File: config.mk
export PLATFORM = sky130hd
export DESIGN_NAME = fwd_hazard_unit_flat
export DESIGN_NICKNAME = d
export VERILOG_FILES = /design/src/rtl/fwd_hazard_if.sv /design/src/rtl/fwd_hazard_unit.sv /design/src/flat_wrapper.sv
export SDC_FILE = /design/constraint.sdc
export NUM_CORES = 1
export LEC_CHECK = 0
export ABC_AREA = 0
export CELL_PAD_IN_SITES_DETAIL_PLACEMENT = 1
export CELL_PAD_IN_SITES_GLOBAL_PLACEMENT = 1
export CORE_MARGIN = 4
export CORE_UTILIZATION = 35
export CTS_BUF_LIST = sky130_fd_sc_hd__clkbuf_16
export DETAILED_ROUTE_END_ITERATION = 16
export PLACE_DENSITY_LB_ADDON = 0.1
export SYNTH_ARGS = -nofsm -noshare
export SYNTH_HDL_FRONTEND = slang
export SYNTH_SLANG_ARGS = --single-unit
File: constraint.sdc
create_clock -name clk -period 2.55 [get_ports clk]
set_input_delay 0.51 -clock clk [delete_from_list [all_inputs] [get_ports clk]]
set_output_delay 0.51 -clock clk [all_outputs]
set_load 0.02 [all_outputs]
File: src/rtl/fwd_hazard_if.sv
// Decode-side bundle of the forwarding/hazard unit.
// master drives decode/redirect; slave returns selects, stall and counters.
interface fwd_hazard_if #(
  parameter int DEPTH = 3
);
  localparam int SELW = $clog2(DEPTH + 1);

  logic            id_valid;
  logic [31:0]     id_inst;
  logic            redirect;
  logic            stall;
  logic [SELW-1:0] fwd_rs1_sel;
  logic [SELW-1:0] fwd_rs2_sel;
  logic [31:0]     stall_cycles;
  logic [31:0]     flush_cycles;

  modport master (
    output id_valid, id_inst, redirect,
    input  stall, fwd_rs1_sel, fwd_rs2_sel,
    input  stall_cycles, flush_cycles
  );

  modport slave (
    input  id_valid, id_inst, redirect,
    output stall, fwd_rs1_sel, fwd_rs2_sel,
    output stall_cycles, flush_cycles
  );
endinterface

File: src/rtl/fwd_hazard_unit.sv
// Tracks in-flight destinations, picks forwarding sources for decode
// and stalls on load-use hazards. Redirect kills decode over stall.
module fwd_hazard_unit #(
  parameter int DEPTH    = 3,
  parameter int LOAD_LAT = 1
) (
  input  logic          clk,
  input  logic          rst_n,
  fwd_hazard_if.slave   bus
);
  localparam int SELW = $clog2(DEPTH + 1);

  typedef struct packed {
    logic       valid;
    logic [4:0] rd;
    logic       wr;
    logic       is_load;
  } entry_t;

  entry_t ent_q [DEPTH];
  entry_t ent_new;

  logic [4:0] op;
  logic [4:0] rd;
  logic [4:0] rs1;
  logic [4:0] rs2;
  logic       wr_op;
  logic       use1;
  logic       use2;
  logic       is_ld;

  logic unused_bits;

  assign op  = bus.id_inst[6:2];
  assign rd  = bus.id_inst[11:7];
  assign rs1 = bus.id_inst[19:15];
  assign rs2 = bus.id_inst[24:20];

  assign unused_bits = ^{bus.id_inst[31:25],
                         bus.id_inst[14:12],
                         bus.id_inst[1:0]};

  always_comb begin
    wr_op = 1'b0;
    use1  = 1'b0;
    use2  = 1'b0;
    is_ld = 1'b0;
    unique case (1'b1)
      op == 5'd0: begin
        wr_op = 1'b1;
        use1  = 1'b1;
        is_ld = 1'b1;
      end
      op == 5'd8, op == 5'd24: begin
        use1 = 1'b1;
        use2 = 1'b1;
      end
      op == 5'd25, op == 5'd4: begin
        wr_op = 1'b1;
        use1  = 1'b1;
      end
      op == 5'd12: begin
        wr_op = 1'b1;
        use1  = 1'b1;
        use2  = 1'b1;
      end
      op == 5'd27, op == 5'd5, op == 5'd13: begin
        wr_op = 1'b1;
      end
      op == 5'd28: begin
        use1 = 1'b1;
      end
      default: ;
    endcase
  end

  logic [SELW-1:0] sel1;
  logic [SELW-1:0] sel2;
  logic            lu1;
  logic            lu2;
  logic            stall;

  // Scan oldest to youngest so the youngest match is the last to win.
  always_comb begin
    sel1 = '0;
    sel2 = '0;
    lu1  = 1'b0;
    lu2  = 1'b0;
    for (int i = DEPTH - 1; i >= 0; i--) begin
      if (ent_q[i].valid && ent_q[i].wr) begin
        if (use1 && ent_q[i].rd == rs1) begin
          sel1 = SELW'(i + 1);
          lu1  = ent_q[i].is_load && (i < LOAD_LAT);
        end
        if (use2 && ent_q[i].rd == rs2) begin
          sel2 = SELW'(i + 1);
          lu2  = ent_q[i].is_load && (i < LOAD_LAT);
        end
      end
    end
  end

  assign stall = (lu1 | lu2) & bus.id_valid & ~bus.redirect;

  assign bus.stall       = stall;
  assign bus.fwd_rs1_sel = stall ? '0 : sel1;
  assign bus.fwd_rs2_sel = stall ? '0 : sel2;

  always_comb begin
    ent_new.valid   = bus.id_valid & ~stall & ~bus.redirect;
    ent_new.rd      = rd;
    ent_new.wr      = wr_op & (rd != 5'd0);
    ent_new.is_load = is_ld;
  end

  logic [31:0] stall_cnt;
  logic [31:0] flush_cnt;

  always_ff @(posedge clk or negedge rst_n) begin
    if (!rst_n) begin
      for (int i = 0; i < DEPTH; i++) begin
        ent_q[i] <= '0;
      end
      stall_cnt <= '0;
      flush_cnt <= '0;
    end else begin
      for (int i = 1; i < DEPTH; i++) begin
        ent_q[i] <= ent_q[i-1];
      end
      ent_q[0] <= ent_new;
      if (stall) begin
        stall_cnt <= stall_cnt + 32'd1;
      end
      if (bus.redirect && bus.id_valid) begin
        flush_cnt <= flush_cnt + 32'd1;
      end
    end
  end

  assign bus.stall_cycles = stall_cnt;
  assign bus.flush_cycles = flush_cnt;
endmodule

File: src/flat_wrapper.sv
// flat-port wrapper written by rule: the top's interface ports become plain ports
module fwd_hazard_unit_flat 
#(
  parameter int DEPTH    = 3,
  parameter int LOAD_LAT = 1
)
  (clk, rst_n, bus_id_valid, bus_id_inst, bus_redirect, bus_stall, bus_fwd_rs1_sel, bus_fwd_rs2_sel, bus_stall_cycles, bus_flush_cycles);
  fwd_hazard_if #(.DEPTH(DEPTH)) bus_i ();
  input  logic clk;
  input  logic rst_n;
  input wire logic [$bits(bus_i.id_valid)-1:0] bus_id_valid;
  input wire logic [$bits(bus_i.id_inst)-1:0] bus_id_inst;
  input wire logic [$bits(bus_i.redirect)-1:0] bus_redirect;
  output wire logic [$bits(bus_i.stall)-1:0] bus_stall;
  output wire logic [$bits(bus_i.fwd_rs1_sel)-1:0] bus_fwd_rs1_sel;
  output wire logic [$bits(bus_i.fwd_rs2_sel)-1:0] bus_fwd_rs2_sel;
  output wire logic [$bits(bus_i.stall_cycles)-1:0] bus_stall_cycles;
  output wire logic [$bits(bus_i.flush_cycles)-1:0] bus_flush_cycles;
  assign bus_i.id_valid = bus_id_valid;
  assign bus_i.id_inst = bus_id_inst;
  assign bus_i.redirect = bus_redirect;
  assign bus_stall = bus_i.stall;
  assign bus_fwd_rs1_sel = bus_i.fwd_rs1_sel;
  assign bus_fwd_rs2_sel = bus_i.fwd_rs2_sel;
  assign bus_stall_cycles = bus_i.stall_cycles;
  assign bus_flush_cycles = bus_i.flush_cycles;
  fwd_hazard_unit #(.DEPTH(DEPTH), .LOAD_LAT(LOAD_LAT)) u_core (.clk(clk), .rst_n(rst_n), .bus(bus_i));
endmodule
==> results of run 1 <==
-- cells in the final DEF, fill, tap and decap left out, drive strengths merged, types with 10 or more instances in the layout --
cell and n:
dfrtp 86, clkdlybuf4s50 71, buf 61, xor2 51, xnor2 41, nand2 28
nand4 26, nand3 23, nor2 20, a21oi 16, clkbuf 12, a2111oi 10
-- critical path, delay by kind of cell --
kind | cells | cell delay, ns
buffers and inverters | 3 | 0.42
and+or+nand+nor | 2 | 0.58
AOI/OAI and AO/OA | 2 | 0.54
-- sequential cells by signal, indices dropped and copies added, names as in the netlist --
signal and cells:
u_core.bus.flush_cycles 32, u_core.bus.stall_cycles 32, u_core.ent_q 22
-- kinds of logic (layout without fill, tap and decap cells) --
group	after synthesis	count (layout)	synth area share, %
xor gates and xnor gates	92	92	19.0
muxes	2	2	0.530
DFF	86	86	50.7
adders and majority gates	2	2	0.589
AOI/OAI and AO/OA	38	38	9.57
and+or+nand+nor	136	136	17.7
buffers and inverters	14	163	1.94
-- power groups by stage --
stage	Combinational, W	Sequential (W)	Clock [W]
after floorplan	0.000115	0.00157	0
after global placement	0.000397	0.00152	0
after detailed placement	0.000404	0.00153	0
after CTS	0.000407	0.00150	0.00121
after global routing	0.000439	0.00151	0.00128
final	0.000406	0.00150	0.00117
-- final timing paths --
path                       depth (start not counted)                        from  slack, ns                                 endpoint
max                                                7              bus_id_inst[6]      -0.02                       bus_fwd_rs2_sel[1]
min                                                1                       rst_n       0.11                u_core.ent_q[6]$_DFF_PN0_
max reg2reg                                        7  u_core.ent_q[18]$_DFF_PN0_       0.16  u_core.bus.stall_cycles[17]$_DFFE_PN0N_
min reg2reg                                        0   u_core.ent_q[9]$_DFF_PN0_       0.38                u_core.ent_q[1]$_DFF_PN0_
max in group asynchronous                          2                       rst_n       1.78   u_core.bus.stall_cycles[6]$_DFFE_PN0N_
min in group clk                                   0   u_core.ent_q[9]$_DFF_PN0_       0.38                u_core.ent_q[1]$_DFF_PN0_
-- metrics by stage --
stage          setup TNS [ns]  hold WS [ns]  utilization (%)  cells  setup WS, ns
2_1_floorplan          -0.172         0.214                -    370        -0.103
3_3_place_gp           -17.00         0.352             48.4    641        -0.920
3_5_place_dp           -18.51         0.368             48.4    641        -0.961
4_1_cts                -0.410         0.122             51.0    661       -0.0961
5_1_grt                -0.322         0.146             51.4    662        -0.106
6_report              -0.0224         0.114             51.4    662       -0.0224
-- layer usage --
metal / share of wire (%) / vias up / GRT usage [%]
li1: - / 1619 / -
met1: 45 / 1683 / 21.2
met2: 48 / 71 / 26.7
met3: 5.4 / 13 / 4.68
met4: 1.7 / 0 / 6.81
met5: 0 / - / 0
-- layout make-up --
cell class,count,area (sq um),share of cell area (%)
multi-input combinational,270,2110,35.2
sequential,86,2150,35.9
timing repair buffer,142,1270,21.3
tap,143,179,2.99
clock inverter,7,32.5,0.543
inverter,5,18.8,0.313
clock buffer,9,225,3.76
-- timing repair --
action / CTS / global route
endpoints found under the setup margin: 21 / 5
resized for setup: 66 / 15
buffers inserted: 4 / 1
pin swaps: 11 / 16
==> run metrics, run 1 <==
GRT Util Overall=16.6%; num ports=105; worst vdd ir=0.456 mV; Mapped Cells=370; Syn Nets=408; Psw=0.000805 W; critical path peak fanout=3; total power=0.00308 W; hold buffer count at cts=0; Yosys warnings=0; Pre-antenna DRT Iters=4; largest net degree at the start of global routing=56; Area contributors post-synth=dfrtp_1 51%, xor2_1 11%, xnor2_1 8.5%, a2111oi_4 4.5%, nand4_1 3.8%; placed instance area=0.00565 sq mm; Crit Path Category=primary input to output pin; minimum clock period=2.57 ns; Final WS setup=-0.0224 ns; Pleak=2.61 nW; status=finished, violations left; post-synth design cell area=0.00425 sq mm; Pwr Density=514 mW/mm^2; synthesis-stage register bit count=86; asr flop ratio synth=100%; crit start category=primary input; cell mode on critical path=buf_4; post-synthesis cell type count=43; commonest cells in the netlist=86 x dfrtp_1, 51 x xor2_1, 41 x xnor2_1; Net Sw Frac=26.1%; wire length per cell=17.1 um; htree depth=3; Initial Util=36.4%; global-route wire length before repair=18800 um; most frequent cell after synthesis=dfrtp_1; leading area contributor after synthesis=dfrtp_1; Avg Inst Size Synth=11.5 sq um; clock slew at reported path FFs=0.06 ns; gpl congestion=0.792; Slew Limit Fails=0; Slew @ Worst Pin=0.473 ns; Clk network pwr share=38.1%; DRC viols=0; DR vias=3386; CP max stage delay=0.48 ns; P_int=0.00228 W; share of the synthesized area in the top cell type=50.7%; CTS Root Cell=clkbuf_16; Critical Path Sink Type=output pin; Post-synth EDFFs=0; antenna viol nets, final=0; number of vias per cell=5.11; Sink Count=86; vias in the first global route=3650; f_max=0.389 GHz; critical-path cell list=buf_6 > a2111o_1 > or4_4 > buf_4 > nor2_2 > a211oi_2 > buf_4; # rows=39; prevailing post-synth register cell=dfrtp_1; sequential fraction of the synthesis area=50.7%; GRT overflow=0; clock latency on the worst-skew pair=0.34 ns; final setup vio count=1; Layout Nets=552; chip height=118 um; Rel. slew slack=68.2%; fraction of layout instances using a drive strength above 1=20.8%; Die Width=118 um; max cap viols=0; initial antenna violation count=0; clock buffer depth=2; die footprint=0.0140 sq mm; filler instances=1267; number of I/O port buffers=92; DRT iter0 DRCs=100; Final Hold Violating Endpoints=0; violated checks=setup timing; Finished Cell Area=0.00599 sq mm; Gate power share=13.2%; RSZ-0062 raised after global routing=true; Num CTS Buffers=9; hpwl dp=8210 um; Final Cycle Share=101%; ant diodes=0; Area growth syn-to-layout=41.0%; Slowest cell on crit path=a2111o_1; clk_skew=0.00502 ns; CTS tree=built; CP arrival=2.06 ns; drt total wl=11300 um; power share of the sequential group=48.8%; core area=0.0117 sq mm; Crit path required time=2.04 ns; Tightest Hold Check Type=primary input to asynchronous set/reset pin
(Power assumes the default switching activity.)
==> run 2: changes to the inputs <==
--- a/config.mk
+++ b/config.mk
@@ -6,13 +6,11 @@
 export NUM_CORES = 1
 export LEC_CHECK = 0
 export ABC_AREA = 0
-export CELL_PAD_IN_SITES_DETAIL_PLACEMENT = 1
-export CELL_PAD_IN_SITES_GLOBAL_PLACEMENT = 1
 export CORE_MARGIN = 4
-export CORE_UTILIZATION = 35
+export CORE_UTILIZATION = 45
 export CTS_BUF_LIST = sky130_fd_sc_hd__clkbuf_16
 export DETAILED_ROUTE_END_ITERATION = 16
-export PLACE_DENSITY_LB_ADDON = 0.1
+export PLACE_DENSITY = 0.77
 export SYNTH_ARGS = -nofsm -noshare
 export SYNTH_HDL_FRONTEND = slang
 export SYNTH_SLANG_ARGS = --single-unit
==> run 2 against run 1 <==
The flow still finishes with violations (setup timing). Cell area grew 0.90%. Sequential power is essentially flat. Clock-buffer cell count is the same. Non-clock buffer count shrank 2. Combinational power shrank 1%. Die area shrank 21%. Critical endpoint is now bus_fwd_rs1_sel[1]. Largest cell class unchanged.
==> run metrics, run 2 (synthesis gave the netlist of run 1 again) <==
DR vias=3375 (-0.32%); htree depth=3 (unchanged); R2R Path Start=u_core.ent_q[19]$_DFF_PN0_; Tightest Hold Check Type=primary input to asynchronous set/reset pin; number of I/O port buffers=92 (unchanged); number of vias per cell=5.37 (+5.1%); Area growth syn-to-layout=42.3%; Final WS setup=-0.234 ns (-0.211 ns); vias in the first global route=3560 (-2.5%); Crit Path Category=flop to output pin; fraction of layout instances using a drive strength above 1=21.1% (+0.27 points); clock buffer depth=2 (unchanged); Pwr Density=532 mW/mm^2 (+3.4%); num ports=105 (unchanged); CP arrival=2.27 ns (+0.21 ns); Critical Path Sink Type=output pin; f_max=0.359 GHz (-7.6%); DRC viols=0 (unchanged); # rows=35 (-10%); clk_skew=0.00727 ns (+0.00225 ns); hpwl dp=7290 um (-11%); RSZ-0062 raised after global routing=true; most frequent cells in the layout=86 x dfrtp_1, 74 x clkdlybuf4s50_1, 51 x xor2_1; total power=0.00321 W (+4.3%); reg2reg end=u_core.bus.stall_cycles[17]$_DFFE_PN0N_; global-route wire length before repair=17400 um (-7.6%); CTS tree=built; Crit path required time=2.04 ns (about the same); commonest non-fill, non-tap cell in the layout=dfrtp_1; final setup vio count=5 (+4); GRT overflow=0 (unchanged); Num CTS Buffers=9 (unchanged); Rel. slew slack=58.6% (-9.6 points); clock slew at reported path FFs=0.07 ns (about the same); initial antenna violation count=0 (unchanged); DRT iter0 DRCs=104 (+4.0%); Layout Nets=550 (-0.36%); Post-Route Setup TNS=-1.05 ns (-1.03 ns); ant diodes=0 (unchanged); worst vdd ir=0.410 mV (-10%); r2r setup slk=0.13 ns (-0.03 ns); Initial Util=46.2% (+9.8 points); filler instances=695 (-45%); core area=0.00920 sq mm (-21%); final hold slack=0.182 ns (+0.0680 ns); crit start category=flop; gpl congestion=0.837 (+5.7%); critical path peak fanout=4 (+1); drt total wl=10400 um (-8.6%); Slowest cell on crit path=or4_4; die footprint=0.0111 sq mm (-21%); worst reg2reg path depth=7 (unchanged); largest net degree at the start of global routing=50 (-11%); Pre-antenna DRT Iters=6 (+2); Final Hold Violating Endpoints=0 (unchanged); Pleak=2.65 nW (+1.4%); status=finished, violations left; critical-path cell list=xnor2_1 > nand3_2 > or4_4 > a21boi_4 > buf_6 > nor3_2 > buf_4; hold buffer count at cts=0 (unchanged); Setup crit start=u_core.ent_q[19]$_DFF_PN0_; max cap viols=0 (unchanged); Final Cycle Share=109% (+8.3 points); minimum clock period=2.78 ns (+0.211 ns); clock latency on the worst-skew pair=0.33 ns (about the same); wire length per cell=16.5 um (-3.7%); CP max stage delay=0.55 ns (+0.07 ns); chip height=105 um (-11%); Slew Limit Fails=0 (unchanged); Die Width=105 um (-11%); violated checks=setup timing; crit path to=bus_fwd_rs1_sel[1]; Sink Count=86 (unchanged); antenna viol nets, final=0 (unchanged); GRT Util Overall=19.4% (+2.8 points); Slew @ Worst Pin=0.622 ns (+0.149 ns); CTS Root Cell=clkbuf_16
[run 2: power breakdown]
| group | internal (W) | switching [W] |
|---|---|---|
| sequential | 0.00143 | 0.0000745 |
| combinational | 0.000202 | 0.000199 |
| clock | 0.000762 | 0.000551 |
[run 2: area by class of cell]
cell class	count	area (sq um)	share of cell area, %
Clock inverter	7	73.8	1.22
Tap cell	111	139	2.30
Timing Repair Buffer	140	1320	21.8
Clock buffer	9	225	3.73
Sequential cell	86	2150	35.6
Multi-Input combinational cell	270	2120	35.1
Inverter	5	18.8	0.311
[run 2: worst max-delay path: cells and delay by family (launching register included)]
| family | cells | cell delay (ns) |
|---|---|---|
| flip-flops | 1 | 0.40 |
| AND/OR/NAND/NOR | 3 | 0.71 |
| XOR/XNOR | 1 | 0.30 |
| buffers and inverters | 2 | 0.29 |
| AO/OA/AOI/OAI | 1 | 0.23 |
[run 2: layer usage]
metal / vias up / global-route usage, % / share of wire (%) / wire length [um]
met5: - / 0 / 0 / 0
met4: 0 / 6.00 / 0.98 / 102
met3: 10 / 4.45 / 5.8 / 601
met2: 93 / 32.8 / 51 / 5260
met1: 1655 / 24.8 / 42 / 4400
li1: 1617 / - / - / -
[run 2: how the worst min path moves through the flow]
stage                                          from                                endpoint  depth (start not counted)
final                                         rst_n  u_core.bus.flush_cycles[5]$_DFFE_PN0P_                          1
after global routing                          rst_n  u_core.bus.flush_cycles[5]$_DFFE_PN0P_                          1
after CTS                                     rst_n  u_core.bus.flush_cycles[6]$_DFFE_PN0P_                          1
after detailed placement  u_core.ent_q[9]$_DFF_PN0_               u_core.ent_q[1]$_DFF_PN0_                          0
after global placement    u_core.ent_q[9]$_DFF_PN0_               u_core.ent_q[1]$_DFF_PN0_                          0
after floorplan                               rst_n  u_core.bus.flush_cycles[0]$_DFFE_PN0P_                          0
[run 2: repair_timing]
action                                  4_1_cts  5_1_grt
gates cloned                                  1        0
buffers inserted                              8        2
pin swaps                                    10       10
gates resized for setup                      73       12
endpoints found under the setup margin       21        7
[run 2: through the flow]
stage	instance area, sq um	util [%]	std cells	setup slack [ns]
after floorplan	4270	-	370	-0.103
after global placement	5540	60.2	601	-1.03
after detailed placement	5540	60.2	601	-1.06
after CTS	5980	65.0	626	-0.135
after global routing	6040	65.7	628	-0.288
final	6040	65.7	628	-0.234
==> run 3: changes to the inputs <==
--- a/config.mk
+++ b/config.mk
@@ -6,9 +6,9 @@
 export NUM_CORES = 1
 export LEC_CHECK = 0
 export ABC_AREA = 0
+export CAP_MARGIN = 15
 export CORE_MARGIN = 4
 export CORE_UTILIZATION = 45
-export CTS_BUF_LIST = sky130_fd_sc_hd__clkbuf_16
 export DETAILED_ROUTE_END_ITERATION = 16
 export PLACE_DENSITY = 0.77
 export SYNTH_ARGS = -nofsm -noshare
==> run 3 against run 2 <==
The run still ends with setup timing left. Hold slack got worse by 0.015 ns. Sequential cell count unchanged. Combinational power decreased by 1%. Largest cell class unchanged.
==> run metrics, run 3 (synthesis gave the netlist of run 1 again) <==
status=finished, violations left; violated checks=setup timing; Buf+Inv Stages, Crit Path=3 (+1); DRC viols=0 (unchanged); r2r setup slk=0.26 ns (+0.13 ns); htree depth=3 (unchanged); DR vias=3331 (-1.3%); placed cells=601 (unchanged); CTS tree=built; critical-path cell list=buf_2 > a2111o_1 > or4_4 > a21boi_4 > buf_6 > nor3_2 > buf_4; CP max stage delay=0.56 ns (about the same); critical path peak fanout=4 (unchanged); Crit path required time=2.04 ns (about the same); die footprint=0.0111 sq mm (unchanged); commonest non-fill, non-tap cell in the layout=dfrtp_1; antenna viol nets, final=0 (unchanged); Area growth syn-to-layout=39.4%; worst vdd ir=0.485 mV (+18%); Slowest cell on crit path=or4_4; Finished Layout Cells=626 (-0.32%); Sink Count=86 (unchanged); worst reg2reg path depth=8 (+1); Layout Nets=548 (-0.36%); Post-Route Setup TNS=-0.539 ns (+0.511 ns); global-route wire length before repair=17400 um (about the same); Critical Path Sink Type=output pin; number of vias per cell=5.32 (-0.99%); crit path to=bus_fwd_rs1_sel[1]; Initial Util=46.2% (unchanged); Die Width=105 um (unchanged); CTS Root Cell=clkbuf_8; gpl congestion=0.837 (unchanged); num ports=105 (unchanged); largest net degree at the start of global routing=50 (unchanged); fraction of layout instances using a drive strength above 1=20.4% (-0.69 points); most frequent cells in the layout=86 x dfrtp_1, 74 x clkdlybuf4s50_1, 51 x xor2_1; final setup vio count=5 (unchanged); clk_skew=0.00862 ns (+0.00135 ns); RSZ-0062 raised after global routing=true; Gate power share=13.9% (+1.4 points); CP arrival=2.16 ns (-0.11 ns); crit start category=primary input; Tightest Hold Check Type=primary input to asynchronous set/reset pin; Net Sw Frac=27.2% (+1.5 points); minimum clock period=2.67 ns (-0.110 ns); Slew @ Worst Pin=0.621 ns (-0.000699 ns); Crit Path Category=primary input to output pin; Pre-antenna DRT Iters=6 (unchanged); core area=0.00920 sq mm (unchanged); Final WS setup=-0.124 ns (+0.110 ns); # rows=35 (unchanged); clock buffer depth=2 (unchanged); Num CTS Buffers=9 (unchanged); P_int=0.00208 W (-13%); drt total wl=10100 um (-2.1%); R2R Path Start=u_core.ent_q[20]$_DFF_PN0_; initial antenna violation count=0 (unchanged); Psw=0.000776 W (-5.9%); chip height=105 um (unchanged); Worst path top cell family by delay=compound AO/OA/AOI/OAI gates; Setup crit start=bus_id_inst[3]; power share of the sequential group=52.5% (+5.8 points); clock latency on the worst-skew pair=0.35 ns (+0.02 ns); ant diodes=0 (unchanged); Final Hold Violating Endpoints=0 (unchanged); Clk network pwr share=33.6% (-7.3 points); hold buffer count at cts=0 (unchanged); Slew Limit Fails=0 (unchanged); Pleak=2.60 nW (-1.8%); DRT iter0 DRCs=152 (+46%); instance count on the critical path=7 (unchanged); GRT overflow=0 (unchanged); final hold slack=0.167 ns (-0.0147 ns); Pwr Density=482 mW/mm^2 (-9.3%); total power=0.00286 W (-11%); GRT Util Overall=19.5% (+0.090 points); Rel. slew slack=58.6% (about the same); wire length per cell=16.2 um (-1.8%); max cap viols=0 (unchanged); reg2reg end=u_core.bus.stall_cycles[20]$_DFFE_PN0N_; pre-CTS setup slack=-1.06 ns (unchanged); Final Cycle Share=105% (-4.3 points); vias in the first global route=3551 (-0.25%); number of I/O port buffers=92 (unchanged); clock slew at reported path FFs=0.09 ns (+0.02 ns); hpwl dp=7290 um (unchanged); f_max=0.374 GHz (+4.1%)
[run 3: routing by layer]
layer | track usage, % | part of all wire, % | vias up
met1 | 24.9 | 43 | 1627
met5 | 0 | 0 | -
li1 | - | - | 1602
met3 | 4.63 | 5.6 | 20
met4 | 6.65 | 1.9 | 0
met2 | 32.5 | 49 | 82
[run 3: worst min-delay path by stage]
stage	to	cells after the start	slack (ns)	startpoint
after floorplan	u_core.bus.flush_cycles[0]$_DFFE_PN0P_	0	0.21	rst_n
after global placement	u_core.ent_q[1]$_DFF_PN0_	0	0.35	u_core.ent_q[9]$_DFF_PN0_
after detailed placement	u_core.ent_q[1]$_DFF_PN0_	0	0.36	u_core.ent_q[9]$_DFF_PN0_
after CTS	u_core.bus.flush_cycles[6]$_DFFE_PN0P_	1	0.18	rst_n
after global routing	u_core.bus.flush_cycles[5]$_DFFE_PN0P_	1	0.20	rst_n
final	u_core.bus.flush_cycles[5]$_DFFE_PN0P_	1	0.17	rst_n
[run 3: layout make-up]
class                           count  area (sq um)
Inverter                            5          18.8
Fill cell                         717          3280
Clock buffer                        9           124
Tap cell                          111           139
Multi-Input combinational cell    270          2120
Sequential cell                    86          2150
Timing Repair Buffer              138          1300
Clock inverter                      7          73.8
[run 3: power by group through the flow]
stage	Sequential (W)	Clock (W)	Combinational, W
after floorplan	0.00157	0	0.000115
after global placement	0.00152	0	0.000379
after detailed placement	0.00152	0	0.000390
after CTS	0.00150	0.000990	0.000397
after global routing	0.00151	0.00106	0.000435
final	0.00150	0.000961	0.000396
[run 3: repair_timing]
item                       in CTS  in global routing
gates resized for setup        74                  9
setup endpoints to repair      18                  5
setup buffers                   8                  0
pin swaps                      10                  6
gates cloned                    1                  0
[run 3: through the flow]
| stage | utilization, % | instance area [sq um] |
|---|---|---|
| 2_1_floorplan | - | 4270 |
| 3_3_place_gp | 60.2 | 5540 |
| 3_5_place_dp | 60.2 | 5540 |
| 4_1_cts | 64.0 | 5880 |
| 5_1_grt | 64.4 | 5920 |
| 6_report | 64.4 | 5920 |
